$ cat config.mk
export PLATFORM = sky130hd
export DESIGN_NAME = serial_twos_comp_mc
export DESIGN_NICKNAME = d
export VERILOG_FILES = /design/src/rtl/serial_twos_comp_mc.sv
export SDC_FILE = /design/constraint.sdc
export NUM_CORES = 1
export LEC_CHECK = 0
export ABC_CLOCK_PERIOD_IN_PS = 3400
export CORE_ASPECT_RATIO = 2
export CORE_MARGIN = 4
export CORE_UTILIZATION = 33
export CTS_CLUSTER_SIZE = 24
export DETAILED_ROUTE_END_ITERATION = 16
export SYNTH_ARGS = -nofsm -noshare
export SYNTH_HDL_FRONTEND = slang
export SYNTH_SLANG_ARGS = --single-unit
$ cat constraint.sdc
create_clock -name t_clk -period 3.4 [get_ports t_clk]
set_input_delay 0.51 -clock t_clk [delete_from_list [all_inputs] [get_ports t_clk]]
set_output_delay 0.51 -clock t_clk [all_outputs]
set_load 0.01 [all_outputs]
$ cat src/rtl/serial_twos_comp_mc.sv
// Multi-lane bit-serial two's-complement unit (LSB first): captures a framed word per lane
// and re-emits it as a contiguous burst with pass, negate or absolute value applied.
module serial_twos_comp_mc #(
   parameter int CH     = 2,
   parameter int WORD_W = 8
) (
   input  logic          t_clk,
   input  logic          r_n,
   input  logic          in_valid,
   input  logic          sof,
   input  logic [CH-1:0] i,
   input  logic [1:0]    mode,
   output logic          out_valid,
   output logic          out_sof,
   output logic          out_eow,
   output logic [CH-1:0] y,
   output logic [CH-1:0] ovf,
   output logic          frame_err
);

   localparam int            CW   = $clog2(WORD_W);
   localparam logic [CW-1:0] LAST = CW'(WORD_W - 1);

   localparam logic [0:0] CAP_IDLE  = 1'b0;
   localparam logic [0:0] CAP_CAPT  = 1'b1;
   localparam logic [0:0] OUT_IDLE  = 1'b0;
   localparam logic [0:0] OUT_SHIFT = 1'b1;

   logic [0:0]    cap_state_reg;
   logic [CW-1:0] cap_cnt_reg;
   logic [1:0]    cap_mode_reg;
   logic [0:0]    out_state_reg;
   logic [CW-1:0] out_cnt_reg;
   logic [1:0]    out_mode_reg;
   logic          frame_err_reg;

   logic beat_sof;
   logic beat_data;
   logic xfer;
   logic err_next;
   logic shifting;

   assign beat_sof  = in_valid & sof;
   assign beat_data = in_valid & ~sof;
   // The MSB beat hands the whole word to the output side in the same edge.
   assign xfer      = beat_data & (cap_state_reg == CAP_CAPT) & (cap_cnt_reg == LAST);
   assign err_next  = (beat_data & (cap_state_reg == CAP_IDLE)) |
                      (beat_sof & (cap_state_reg == CAP_CAPT));
   assign shifting  = (out_state_reg == OUT_SHIFT);

   always_ff @(posedge t_clk or negedge r_n) begin
      if (!r_n) begin
         cap_state_reg <= CAP_IDLE;
         cap_cnt_reg   <= '0;
         cap_mode_reg  <= 2'b00;
         frame_err_reg <= 1'b0;
      end else begin
         frame_err_reg <= err_next;
         if (beat_sof) begin
            cap_state_reg <= CAP_CAPT;
            cap_cnt_reg   <= CW'(1);
            cap_mode_reg  <= mode;
         end else if (beat_data && cap_state_reg == CAP_CAPT) begin
            if (cap_cnt_reg == LAST) begin
               cap_state_reg <= CAP_IDLE;
               cap_cnt_reg   <= '0;
            end else begin
               cap_cnt_reg <= cap_cnt_reg + CW'(1);
            end
         end
      end
   end

   always_ff @(posedge t_clk or negedge r_n) begin
      if (!r_n) begin
         out_state_reg <= OUT_IDLE;
         out_cnt_reg   <= '0;
         out_mode_reg  <= 2'b00;
      end else if (xfer) begin
         // A transfer on the final emitted bit restarts the burst with no gap.
         out_state_reg <= OUT_SHIFT;
         out_cnt_reg   <= '0;
         out_mode_reg  <= cap_mode_reg;
      end else if (shifting) begin
         if (out_cnt_reg == LAST) begin
            out_state_reg <= OUT_IDLE;
            out_cnt_reg   <= '0;
         end else begin
            out_cnt_reg <= out_cnt_reg + CW'(1);
         end
      end
   end

   genvar gi;
   generate
      for (gi = 0; gi < CH; gi++) begin : g_lane
         logic [WORD_W-2:0] cap_word_reg;
         logic [WORD_W-1:0] out_word_reg;
         logic              inv_reg;
         logic              bit_cur;
         logic              neg;
         logic              is_min;

         assign bit_cur = out_word_reg[out_cnt_reg];
         assign neg     = (out_mode_reg == 2'b01) |
                          ((out_mode_reg == 2'b10) & out_word_reg[WORD_W-1]);
         assign is_min  = (out_word_reg == {1'b1, {(WORD_W-1){1'b0}}});

         always_ff @(posedge t_clk or negedge r_n) begin
            if (!r_n) begin
               cap_word_reg <= '0;
               out_word_reg <= '0;
               inv_reg      <= 1'b0;
            end else begin
               if (beat_sof) begin
                  cap_word_reg[0] <= i[gi];
               end else if (beat_data && cap_state_reg == CAP_CAPT && cap_cnt_reg != LAST) begin
                  cap_word_reg[cap_cnt_reg] <= i[gi];
               end
               if (xfer) begin
                  out_word_reg <= {i[gi], cap_word_reg};
                  inv_reg      <= 1'b0;
               end else if (shifting) begin
                  inv_reg <= inv_reg | bit_cur;
               end
            end
         end

         // Bits up to and including the first 1 pass; later bits invert when negating.
         assign y[gi]   = shifting & (bit_cur ^ (neg & inv_reg));
         assign ovf[gi] = shifting & (out_cnt_reg == LAST) & neg & is_min;
      end
   endgenerate

   assign out_valid = shifting;
   assign out_sof   = shifting & (out_cnt_reg == '0);
   assign out_eow   = shifting & (out_cnt_reg == LAST);
   assign frame_err = frame_err_reg;

endmodule
# [Word-level counts from Yosys, hierarchy flattened]
# Index checks and enable logic that the tools add are counted.
[word_totals] register_bits=45 output_inout_bits=8 elab_cells=93 input_bits=8
[classes] n_lt_le_gt_ge=3 n_addsub=2 n_reduce_logical=10 n_mux=28 n_eq_ne=7 bitwise_logic=28
[op_table] operator="1-bit AND" n=18
[op_table] operator="3-bit 2-to-1 mux" n=6
[op_table] operator="1-bit 2-to-1 mux" n=17
[op_table] operator="8-bit equality test (second input constant)" n=2
[op_table] operator="7-bit bitwise mux" n=2
[op_table] operator="3-bit by 4-bit less-than comparator with 1-bit output (second input constant)" n=2
[op_table] operator="2-bit nonzero test" n=4
[op_table] operator="3-bit by 1-bit adder with 3-bit output (second input constant)" n=2
[op_table] operator="1-bit binary-select mux with 3-bit select" n=2
[op_table] operator="3-bit equality test (second input constant)" n=2
[op_table] operator="1-bit OR" n=5
[op_table] operator="2-bit AND reduction" n=2
[op_table] operator="1-bit demux with 3-bit select" n=1
[op_table] operator="3-bit by 1-bit greater-or-equal comparator with 1-bit output (second input constant)" n=1
[op_table] operator="1-bit logical AND" n=3
[op_table] operator="3-bit logical NOT" n=1
[op_table] operator="3-bit != test (second input constant)" n=1
[op_table] operator="1-bit NOT" n=3
[op_table] operator="2-bit by 1-bit equality test with 1-bit output (second input constant)" n=1
[op_table] operator="2-bit equality test (second input constant)" n=1
[op_table] operator="1-bit bitwise XOR" n=2

# [Logic depth before layout (Yosys ltp)]
[logic_depth] depth_word=7 mapped_depth=6 depth_no_buf=6

# [Worst setup path before layout]
# No wires, ideal clock.
[synth_path] path_type="register to output" startpoint="register out_cnt_reg[0]" endpoint="output y[1]" t_arrival_ns=1.444 path_buffers=1 stages_incl_launch_ff=6 path_slack_ns=1.446 required_ns=2.890 path_cell_list="dfrtp_1 buf_6 mux2i_1 mux4_2 xor2_1 and2_1"
[synth_via] elab_chain_len=4
[synth_lines] item="start: declaration" line="33" source="logic [CW-1:0] out_cnt_reg;"
[synth_lines] item="start signal: assignment" line="89" source="out_cnt_reg <= out_cnt_reg + CW'(1);"
[synth_lines] item="1-bit binary-select mux with 3-bit select" line="104" source="assign bit_cur = out_word_reg[out_cnt_reg];"
[synth_lines] item="1-bit 2-to-1 mux (implied by the code)" line="104"
[synth_lines] item="1-bit bitwise XOR" line="130" source="assign y[gi] = shifting & (bit_cur ^ (neg & inv_reg));"
[synth_lines] item="1-bit AND" line="130"
[synth_lines] item="end: declaration" line="16" source="output logic [CH-1:0] y,"
# Every way passes these cells. The select of a mux whose other input is x is not followed.

# [Worst setup path in the final report]
[layout_path] startpoint="register out_cnt_reg[0]" endpoint="output y[0]"
# The elaborated chain is that of the path after synthesis.

==> results_dict.tcl <==
set metrics [dict create \
    grt_pass1_wl_um 7200 \
    drv_cap 0 \
    hold_violations 0 \
    ff_latch_area_um2 1130 \
    cellLeakagePower_uw 0.00121 \
    yosys.cell_types.count 31 \
    synth_edf_count 0 \
    critPathKind "flip-flop to output port" \
    cp_slowest_stage_delay_ps 640 \
    syn_avg_cell_area_um2 10.6 \
    clkLatencyLatePin_ps 280 \
    cp_max_fo 10 \
    dp_slack_ps 822 \
    status "finished, final reports clean" \
    diodes 0 \
    final.setup.tns_ps 0 \
    syn_area_um2 2120 \
    core_region_area_um2 6310 \
    rsz0062_at_grt "false" \
    ys_top_cells_by_count "nand2_1, dfrtp_1, mux2_2" \
    cts_tree "done" \
    postSynth.asyncResetShare_pct 100 \
    cts_resized 0 \
    reg2reg_depth 6 \
    ys_warn_count 0 \
    fin_skew_ps 6.31 \
    post_cts_buffers 0 \
    p_per_area_nw_per_um2 670 \
    arrival_ps 2360 \
    path_clk_slew_ps 60 \
    crit_required_ps 2890 \
    ir_drop_mv 0.416 \
    grt_max_degree 46 \
    startpoint_type "flip-flop" \
    finalNonFillerCells 303 \
    n_fill_cell 630 \
    port_buffers 15 \
    drive_above_1_share_pct 13.4 \
    largest_reg_flops 16 \
    vias 1447 \
    synthCells 201 \
    htree_levels 2 \
    cts-buffers-inserted 5 \
    cts_sinks 45 \
    synth.net_count 214 \
    grt_usage_pct 12.0 \
    fin_ws_ps 530 \
    yosysTopAreaCellShare_pct 53.0 \
    die_h_um 121 \
    gp_congestion 0.755 \
    place_area_um2 2340 \
    cts_root_buffer "clkbuf_16" \
    drc 0 \
    slew_headroom_pct 34.7 \
    cp-end-kind "output port" \
    period_needed_ps 2870 \
    slew_viol_final 0 \
    drt-initial-drc-count 35 \
    multi_input_area_um2 932 \
    routed_wl_um 4230 \
    viasPerCell 4.78 \
    path_cells "mux2i_1, mux4_2, xor2_1, and2_1, clkdlybuf4s50_1" \
    dp_cells 295 \
    row_count 41 \
    antenna_found_initial 0 \
    die-area_um2 7860 \
    cts_max_path_buffers 2 \
    design_area_um2 2510 \
    nets 229 \
    holdBufCountCts 0 \
    grt_pass1_vias 1498 \
    die_w_um 64.7 \
    max_clock_freq_mhz 348 \
    hold_path.class "input pin to asynchronous set/reset pin" \
    slowest_stage "dfrtp_1" \
    start_util_pct 33.7 \
    drtPass1Iterations 4 \
    pin_count 16 \
    ant_nets 0 \
    overflow 0 \
    worst_slew_pin_slew_ps 980 \
    synth_top_area_cell "dfrtp_1" \
    seq_area_frac_synth_pct 53.0 \
    timing.hold.ws_ps 390 \
    period_share_pct 84.4 \
    synthTopCellsByArea "dfrtp_1, nand2_1, mux2_2" \
    area_delta_synth_final_pct 18.1 \
    ys.flop_type "dfrtp_1" \
    setup_viol 0 \
    hpwl_um 3210 \
    yosysMostFrequentCell "nand2_1" \
    routedWlPerCell_um 13.9 \
    ys_seq_elements 45 \
]
## routing by layer
| layer | track usage, % | wire length [um] |
|---|---|---|
| met1 | 12.6 | 1570 |
| met2 | 21.7 | 2350 |
| met3 | 1.85 | 138 |
| met4 | 7.15 | 168 |
| met5 | 0 | 0 |
## final cells by class
cell class | instances | area share, %
clock inverters | 1 | 1.20
multi-input cells | 143 | 37.1
clock buffers | 7 | 5.68
inverters | 5 | 0.748
well taps | 86 | 4.29
repair buffers | 16 | 6.08
flip-flops and latches | 45 | 44.9
## layout by cell type (no fill, tap or decap), types with 3 or more instances in the layout
master           instances
and2_1                   4
and3_1                   3
clkbuf_16                5
clkdlybuf4s50_1         14
dfrtp_1                 45
ha_1                     5
inv_1                    5
mux2_2                  17
mux2i_1                 10
nand2_1                 64
nand3_1                  4
nor2_1                   4
nor3_1                   3
o21ai_0                  6
## per-stage QoR
step,total power (uW),utilization [%]
4_1_cts,1710,39.8
3_3_place_gp,1140,37.0
6_report,1680,39.8
3_5_place_dp,1150,37.0
5_1_grt,1790,39.8
2_1_floorplan,1050,-
## final timing paths
kind                                                       startpoint                                    end  slack [ps]
worst min register to register  g_lane[0].cap_word_reg[2]$_DFFE_PN0P_  g_lane[0].out_word_reg[2]$_DFFE_PN0P_         450
min in group t_clk              g_lane[0].cap_word_reg[2]$_DFFE_PN0P_  g_lane[0].out_word_reg[2]$_DFFE_PN0P_         450
worst min-delay path                                              r_n  g_lane[1].out_word_reg[2]$_DFFE_PN0P_         390
worst max register to register             cap_cnt_reg[1]$_DFFE_PN0P_  g_lane[1].cap_word_reg[6]$_DFFE_PN0P_        1080
worst max-delay path                       out_cnt_reg[0]$_DFFE_PN0P_                                   y[0]         530
max in group asynchronous                                         r_n  g_lane[0].cap_word_reg[6]$_DFFE_PN0P_        2400
## cells by family after synthesis
| kind of cell | count (synthesis) | share of synthesized area [%] |
|---|---|---|
| xor gates and xnor gates | 3 | 1.24 |
| buffers and inverters | 13 | 3.12 |
| AOI/OAI and AO/OA | 13 | 4.30 |
| DFF | 45 | 53.0 |
| adders and majority gates | 5 | 2.94 |
| and+or+nand+nor | 93 | 19.6 |
| muxes | 29 | 15.8 |
## power by group
group          internal (uW)  leakage, uW  switching (uW)  total [uW]
logic                    191     0.000546             131         322
registers                671     0.000585             135         806
clock network            367    0.0000841             187         553
total                   1230      0.00121             453        1680
## worst max-delay path, delay by kind of cell, from the launching register on
family / cells / cell delay (ps)
AND/OR/NAND/NOR: 1 / 130
flip-flops: 1 / 640
buffers and inverters: 1 / 520
XOR/XNOR: 1 / 150
multiplexers: 2 / 640
Note: power is estimated with default switching activity, not from simulation.
